<file path="config.mk">
export PLATFORM = sky130hd
export DESIGN_NAME = register_file
export DESIGN_NICKNAME = d
export VERILOG_FILES = /design/src/rtl/register_file_pkg.sv /design/src/rtl/register_file_scoreboard.sv /design/src/rtl/register_file.sv
export SDC_FILE = /design/constraint.sdc
export NUM_CORES = 2
export LEC_CHECK = 0
export CAP_MARGIN = 20
export CELL_PAD_IN_SITES_DETAIL_PLACEMENT = 1
export CELL_PAD_IN_SITES_GLOBAL_PLACEMENT = 1
export CORE_ASPECT_RATIO = 0.8
export CORE_MARGIN = 2
export CORE_UTILIZATION = 48
export DETAILED_ROUTE_END_ITERATION = 7
export PLACE_DENSITY = 0.8
export SYNTH_ARGS = -nofsm -noshare
export SYNTH_HDL_FRONTEND = slang
export SYNTH_SLANG_ARGS = --single-unit
export TNS_END_PERCENT = 30
</file>
<file path="constraint.sdc">
create_clock -name clk -period 41.9 [get_ports clk]
set_clock_uncertainty 0.05 [all_clocks]
set_input_delay 8.38 -clock clk [delete_from_list [all_inputs] [get_ports clk]]
set_output_delay 8.38 -clock clk [all_outputs]
set_load 0.02 [all_outputs]
</file>
<file path="src/rtl/register_file_pkg.sv">
// Shared CPU constants and types for the register file and its scoreboard.
package register_file_pkg;
  localparam int XLEN           = 32;
  localparam int REG_SELECT_LEN = 5;
  localparam int NUM_REGS       = 32;

  typedef logic [REG_SELECT_LEN-1:0] reg_sel_t;
endpackage

</file>
<file path="src/rtl/register_file_scoreboard.sv">
// Pending-writeback tracking: one busy bit per architectural register.
// Bits are set at issue (reserve) and cleared at writeback. Register 0 is never busy.
module regfile_scoreboard
  import register_file_pkg::*;
(
  input  logic                      clk,
  input  logic                      rst,
  input  logic                      reserve_en,
  input  logic [REG_SELECT_LEN-1:0] reserve_register,
  input  logic                      clear_en,
  input  logic [REG_SELECT_LEN-1:0] clear_register,
  output logic [NUM_REGS-1:0]       busy
);

  logic [NUM_REGS-1:0] r_busy;
  logic [NUM_REGS-1:0] w_busy_next;

  // The reserve is applied after the clear, so a reserve and a writeback to the same register leave it busy.
  always_comb begin
    w_busy_next = r_busy;
    if (clear_en) w_busy_next[clear_register] = 1'b0;
    if (reserve_en) w_busy_next[reserve_register] = 1'b1;
    w_busy_next[0] = 1'b0;
  end

  always_ff @(posedge clk or posedge rst) begin
    if (rst) r_busy <= '0;
    else     r_busy <= w_busy_next;
  end

  assign busy = r_busy;

endmodule

</file>
<file path="src/rtl/register_file.sv">
// 32 x XLEN register file with registered dual read port and a pending-writeback scoreboard.
// Define REGFILE_BYPASS_EN to forward same-cycle writeback data to the read port.
module register_file
  import register_file_pkg::*;
(
  input  logic                      clk,
  input  logic                      rst,
  input  logic                      read_en,
  input  logic [REG_SELECT_LEN-1:0] register_1,
  input  logic [REG_SELECT_LEN-1:0] register_2,
  output logic [XLEN-1:0]           register_data_1,
  output logic [XLEN-1:0]           register_data_2,
  output logic                      read_valid,
  output logic                      sources_busy,
  input  logic                      write_en,
  input  logic [REG_SELECT_LEN-1:0] output_register,
  input  logic [XLEN-1:0]           output_register_data,
  input  logic                      reserve_en,
  input  logic [REG_SELECT_LEN-1:0] reserve_register
);

  logic [XLEN-1:0]     r_regs [NUM_REGS];
  logic [XLEN-1:0]     r_data_1;
  logic [XLEN-1:0]     r_data_2;
  logic                r_valid;
  logic [NUM_REGS-1:0] w_busy;
  logic                w_write;
  logic                w_src1_busy;
  logic                w_src2_busy;
  logic                w_accept;
  logic [XLEN-1:0]     w_rd_data_1;
  logic [XLEN-1:0]     w_rd_data_2;

  assign w_write = write_en && (output_register != '0);

  regfile_scoreboard u_scoreboard (
    .clk              (clk),
    .rst              (rst),
    .reserve_en       (reserve_en),
    .reserve_register (reserve_register),
    .clear_en         (write_en),
    .clear_register   (output_register),
    .busy             (w_busy)
  );

`ifdef REGFILE_BYPASS_EN
  logic w_wr_hit_1;
  logic w_wr_hit_2;

  assign w_wr_hit_1  = w_write && (output_register == register_1);
  assign w_wr_hit_2  = w_write && (output_register == register_2);
  // A register being written back this cycle is already resolved.
  assign w_src1_busy = w_busy[register_1] && !w_wr_hit_1;
  assign w_src2_busy = w_busy[register_2] && !w_wr_hit_2;
  assign w_rd_data_1 = w_wr_hit_1 ? output_register_data : r_regs[register_1];
  assign w_rd_data_2 = w_wr_hit_2 ? output_register_data : r_regs[register_2];
`else
  assign w_src1_busy = w_busy[register_1];
  assign w_src2_busy = w_busy[register_2];
  assign w_rd_data_1 = r_regs[register_1];
  assign w_rd_data_2 = r_regs[register_2];
`endif

  assign sources_busy = read_en && (w_src1_busy || w_src2_busy);
  assign w_accept     = read_en && !sources_busy;

  // Entry 0 is cleared by reset and never written, so it always reads 0.
  always_ff @(posedge clk or posedge rst) begin
    if (rst) begin
      for (int i = 0; i < NUM_REGS; i++) r_regs[i] <= '0;
    end else if (w_write) begin
      r_regs[output_register] <= output_register_data;
    end
  end

  always_ff @(posedge clk or posedge rst) begin
    if (rst) begin
      r_data_1 <= '0;
      r_data_2 <= '0;
      r_valid  <= 1'b0;
    end else begin
      r_valid <= w_accept;
      if (w_accept) begin
        r_data_1 <= w_rd_data_1;
        r_data_2 <= w_rd_data_2;
      end
    end
  end

  assign register_data_1 = r_data_1;
  assign register_data_2 = r_data_2;
  assign read_valid      = r_valid;

endmodule
</file>
# Word level (Yosys, flattened, before mapping)
# Index checks and enable logic that the tools add are counted.
# totals
register_bits	1120
output_inout_bits	66
# op_classes
magnitude_cmp	10
muxes	19
n_bitwise	6
reduce_logical	9
# ops
cell	n
$bwmux W1024	1
$bmux W32 S5	2
$mux W32	7
$demux W32 S5	1
$and A32 B32 Y32	1
$not A32 Y32	1
$or A32 B32 Y32	1
$lt A5 B6 Y1 const B	4
$ge A6 B6 Y1 const B	3
$not A5 Y6	3
$bmux W1 S5	2
$demux W1 S5	2
$ge A5 B1 Y1 const B	2
$logic_and A1 B1 Y1	6
$lt A6 B1 Y1 const B	1
$reduce_bool A5 Y1	1
$mux W1	4
$logic_not A1 Y1	1
$logic_or A1 B1 Y1	1

# Depth between registers and ports, before layout
# depth
word_depth	9
ltp_mapped	10
ltp_nobuf	6

# By module
# Synthesis repeated with hierarchy kept, for this count alone.
# hier_totals
hier_cells	3487
hier_area_um2	58127.0
# modules_own_cells
mod	n_inst	cells_each	area_per_inst_um2	seq_area_each_um2
register_file	1	3366	56834.5	27251.1
regfile_scoreboard	1	121	1292.5	775.7

# Worst setup path before layout
# No wires, ideal clock.
# synth_path
kind	input-to-output
from	in register_2[0]
to	out sources_busy
arrival_ns	9.821
required_time_ns	33.470
setup_slack_ns	23.649
stages	6
path_cell_list	buf_2 -> buf_2 -> mux2i_1 -> a2111oi_0 -> a211oi_1 -> a21boi_0
# synth_between
elab_chain_len	4
# synth_lines
element	line	rtl
start: declaration	register_file.sv:10	input logic [REG_SELECT_LEN-1:0] register_2,
$bmux W1 S5	register_file.sv:59	assign w_src2_busy = w_busy[register_2];
$mux W1 (not written as such)	register_file.sv:59	
$logic_or A1 B1 Y1	register_file.sv:64	assign sources_busy = read_en && (w_src1_busy || w_src2_busy);
$logic_and A1 B1 Y1	register_file.sv:64	
end: declaration	register_file.sv:14	output logic sources_busy,
# Every way passes these cells. The select of a mux whose other input is x is not followed.

# Final worst setup path
# layout_path
from	in register_1[0]
to	out sources_busy
# layout_between
elab_chain_len	4
# layout_lines
element	line	rtl
start: declaration	register_file.sv:9	input logic [REG_SELECT_LEN-1:0] register_1,
$bmux W1 S5	register_file.sv:58	assign w_src1_busy = w_busy[register_1];
$mux W1 (not written as such)	register_file.sv:58	
$logic_or A1 B1 Y1	register_file.sv:64	
$logic_and A1 B1 Y1	register_file.sv:64	
# Every way passes these cells. The select of a mux whose other input is x is not followed.

==> metrics.md <==
| Metric | Value |
|---|---|
| Final setup vio count | `0` |
| Share of cells above drive strength 1 | `43.39%` |
| Distinct cells, synth | `40` |
| Cts bufs inserted | `114` |
| Post-synth EDFFs | `0` |
| PortBufs | `~120` |
| Yosys top cell area share | `between 40% and 50%` |
| Drt first pass iters | `5` |
| Average routed wire per standard cell | `roughly 31 um` |
| Detail Placement HPWL | `between 90 and 100 mm` |
| Initial antenna violation count | `6` |
| Synth top area cells | `dfrtp_1 (48%), mux2_2 (24%), mux4_2 (10%)` |
| Syn_area_per_cell | `13.68 um^2` |
| CP max stage delay | `slightly above 0.8 ns` |
| Global-route wire length before repair | `between 200 and 300 mm` |
| CTS max path bufs | `3` |
| Post-synth ARST share | `100.0%` |
| Sink Count | `roughly 1,100` |
| Placer congestion estimate | `0.8405` |
| Largest net degree at the start of global routing | `between 150 and 200` |
| R2r startpoint | `u_scoreboard.busy[12]$_DFF_PP0_` |
| Hold buffer count at CTS | `0` |
| Critical path data required time | `33.47 ns` |
| Worst-Skew Late Latency | `0.74 ns` |
| Die ar. | `around 0.12 mm^2` |
| Most common cell after layout, fill and taps aside | `mux2_2` |
| Iter 0 DRT Violations | `between 3,000 and 4,000` |
| Initial Util | `48.27%` |
| Net count after synthesis | `about 4,300` |
| Synthesized instance count | `4,259` |
| Leak | `roughly 28 nW` |
| Post-route DRC | `0` |
| Post-CTS Setup Inserts | `0` |
| Worst Hold Launch | `r_regs[1002]$_DFFE_PP0P_` |
| FF-to-FF setup slack | `roughly 38 ns` |
| Slew headroom | `21.37%` |
| Core Area | `0.1207 mm^2` |
| Crit path DAT | `around 12 ns` |
| Setup tns final | `0 ns` |
| Max Cap Viol | `0` |
| Slowest cell on crit path | `buf_4` |
| Clock tree from TritonCTS | `yes` |
| Nets | `approximately 4,200` |
| Post-synthesis sequential area ratio | `about half` |
| DP Worst Slack | `between 20 and 25 ns` |
| CTS Root Cell | `clkbuf_16` |
| Clock slew at reported path FFs | `roughly 0.060 ns` |
| Area leader, netlist | `dfrtp_1` |
| Status | `complete, no violations` |
| H-Tree Level Count | `3` |
| Count of pins over their slew limit | `0` |
| Peak supply drop | `approximately 0.000036 V` |
| Tcrit/Tclk final | `48.51%` |
| Layout area overhead | `11.51%` |
| I/O Pins | `around 120` |
| Congestion Overflow GR | `0` |
| Fin. Hold Viols | `0` |
| CP Cell Sequence | `buf_8 -> buf_4 -> mux4_2 -> mux2_2 -> o311ai_2 -> a21boi_0 -> clkdlybuf4s50_1` |
| CP startpoint kind | `primary input` |
| Final min period | `about 20 ns` |
| Yosys reg bits | `between 1,000 and 1,500` |
| Antenna-violating nets left | `0` |
| Syn Std Cell Area | `roughly 0.058 mm^2` |
| Most frequent cells in the layout | `mux2_2 (1,234), dfrtp_1 (1,120), mux4_2 (266)` |
| Power per cell area | `between 40 and 50 mW/mm^2` |
| Tot GR Track Use | `29.23%` |
| Setup WS post-layout | `21.57 ns` |
| Vias in the first global route | `41,330` |
| Hold Slack | `around 0.35 ns` |
| # rows | `114` |
| Die Ht | `about 320 um` |
| Post-cts sizing count | `0` |
| Worst hold path depth | `0` |
| Warnings, synthesis | `0` |
| Top FF cell, synth | `dfrtp_1` |
| Die width | `a little under 400 um` |
| Worst r2r path cells | `6` |
| Vias/cell | `6.609` |
| Maximum clock rate | `just under 50 MHz` |
| Worst R2R End | `register_data_2[30]$_DFFE_PP0P_` |
| HP Class | `flop to flop` |
| Worst slew pin tran | `~1.2 ns` |
| Crit Path Max Fanout | `53` |
| Hold Crit Endpoint | `r_regs[1002]$_DFFE_PP0P_` |
| CP Capture Type | `output pin` |
| Setup CP Type | `primary input to output pin` |
| Routed wire length | `~180 mm` |
| Via count | `roughly 39,000` |
| RSZ-0062 raised after global routing | `false` |
where the power goes:
part / switching, W / total, W / internal, W / leakage [nW]
Clock: 0.000451 / 0.00107 / 0.000619 / 1.91
Sequential: 0.000166 / 0.00147 / 0.00130 / 14.3
Combinational: 0.000298 / 0.000690 / 0.000393 / 12.1
Yosys cell counts, drive strengths merged (33+ instances only):
cell type	count
a211oi	33
buf	142
a22oi	160
nand2	56
clkbuf	314
mux2	1283
nand3	71
o21ai	60
o22ai	98
a22o	80
mux2i	264
nor2	55
nor2b	38
nor3	67
dfrtp	1120
mux4	266
a21oi	65
a31oi	33
final cells by class:
type | instances | area [um^2]
clock buffers | 178 | 3456
diodes | 5 | 12.51
clock inverters | 30 | 415.4
inverters | 6 | 30.03
well taps | 1624 | 2032
fillers | 11500 | 55710
flip-flops and latches | 1120 | 28030
repair buffers | 216 | 2325
multi-input cells | 2677 | 28660
per-stage QoR:
stage	util (%)	area, um^2	total power (W)	std cells
after floorplan	-	58250	0.001936	4259
after global placement	50.23	60610	0.002112	5624
after detailed placement	50.26	60650	0.002158	5626
after CTS	53.47	64530	0.003236	5834
after global routing	53.83	64950	0.003365	5854
final	53.83	64960	0.003228	5856
routing by layer:
layer,vias to the layer above,GRT usage (%),wire length (um)
met5,-,0,13
met4,2,11.74,7074
met3,394,5.231,10810
met2,1275,46.63,85940
met1,21120,39.94,78230
li1,15910,-,-
cells by family (layout without fill, tap and decap cells):
| logic type | after synthesis | after routing | share of synthesized area [%] |
|---|---|---|---|
| and+or+nand+nor | 324 | 324 | 2.762 |
| muxes | 1813 | 1813 | 39.62 |
| other | 0 | 5 | 0 |
| buffers and inverters | 462 | 430 | 3.147 |
| DFF | 1120 | 1120 | 48.11 |
| AOI/OAI and AO/OA | 540 | 540 | 6.354 |
flip-flops by register name, summed over array words and instances (netlist names):
name	count
r_regs	1024
register_data_1	32
register_data_2	32
u_scoreboard.busy	31
read_valid	1
worst max-delay path by stage:
stage / from / end / slack, ns / depth (start not counted)
3_5_place_dp: register_1[0] / sources_busy / 21.49 / 7
6_report: register_1[0] / sources_busy / 21.57 / 7
2_1_floorplan: rst / r_regs[0]$_DFFE_PP0P_ / 1.93 / 1
5_1_grt: register_1[0] / sources_busy / 21.35 / 7
4_1_cts: register_1[0] / sources_busy / 21.47 / 7
3_3_place_gp: register_1[0] / sources_busy / 21.51 / 7
critical path: cells and delay by family:
kind                   cells  cell delay, ns
AOI/OAI and AO/OA          2            0.66
buffers and inverters      3            1.86
muxes                      2            0.90
Note: power is estimated with default switching activity, not from simulation.
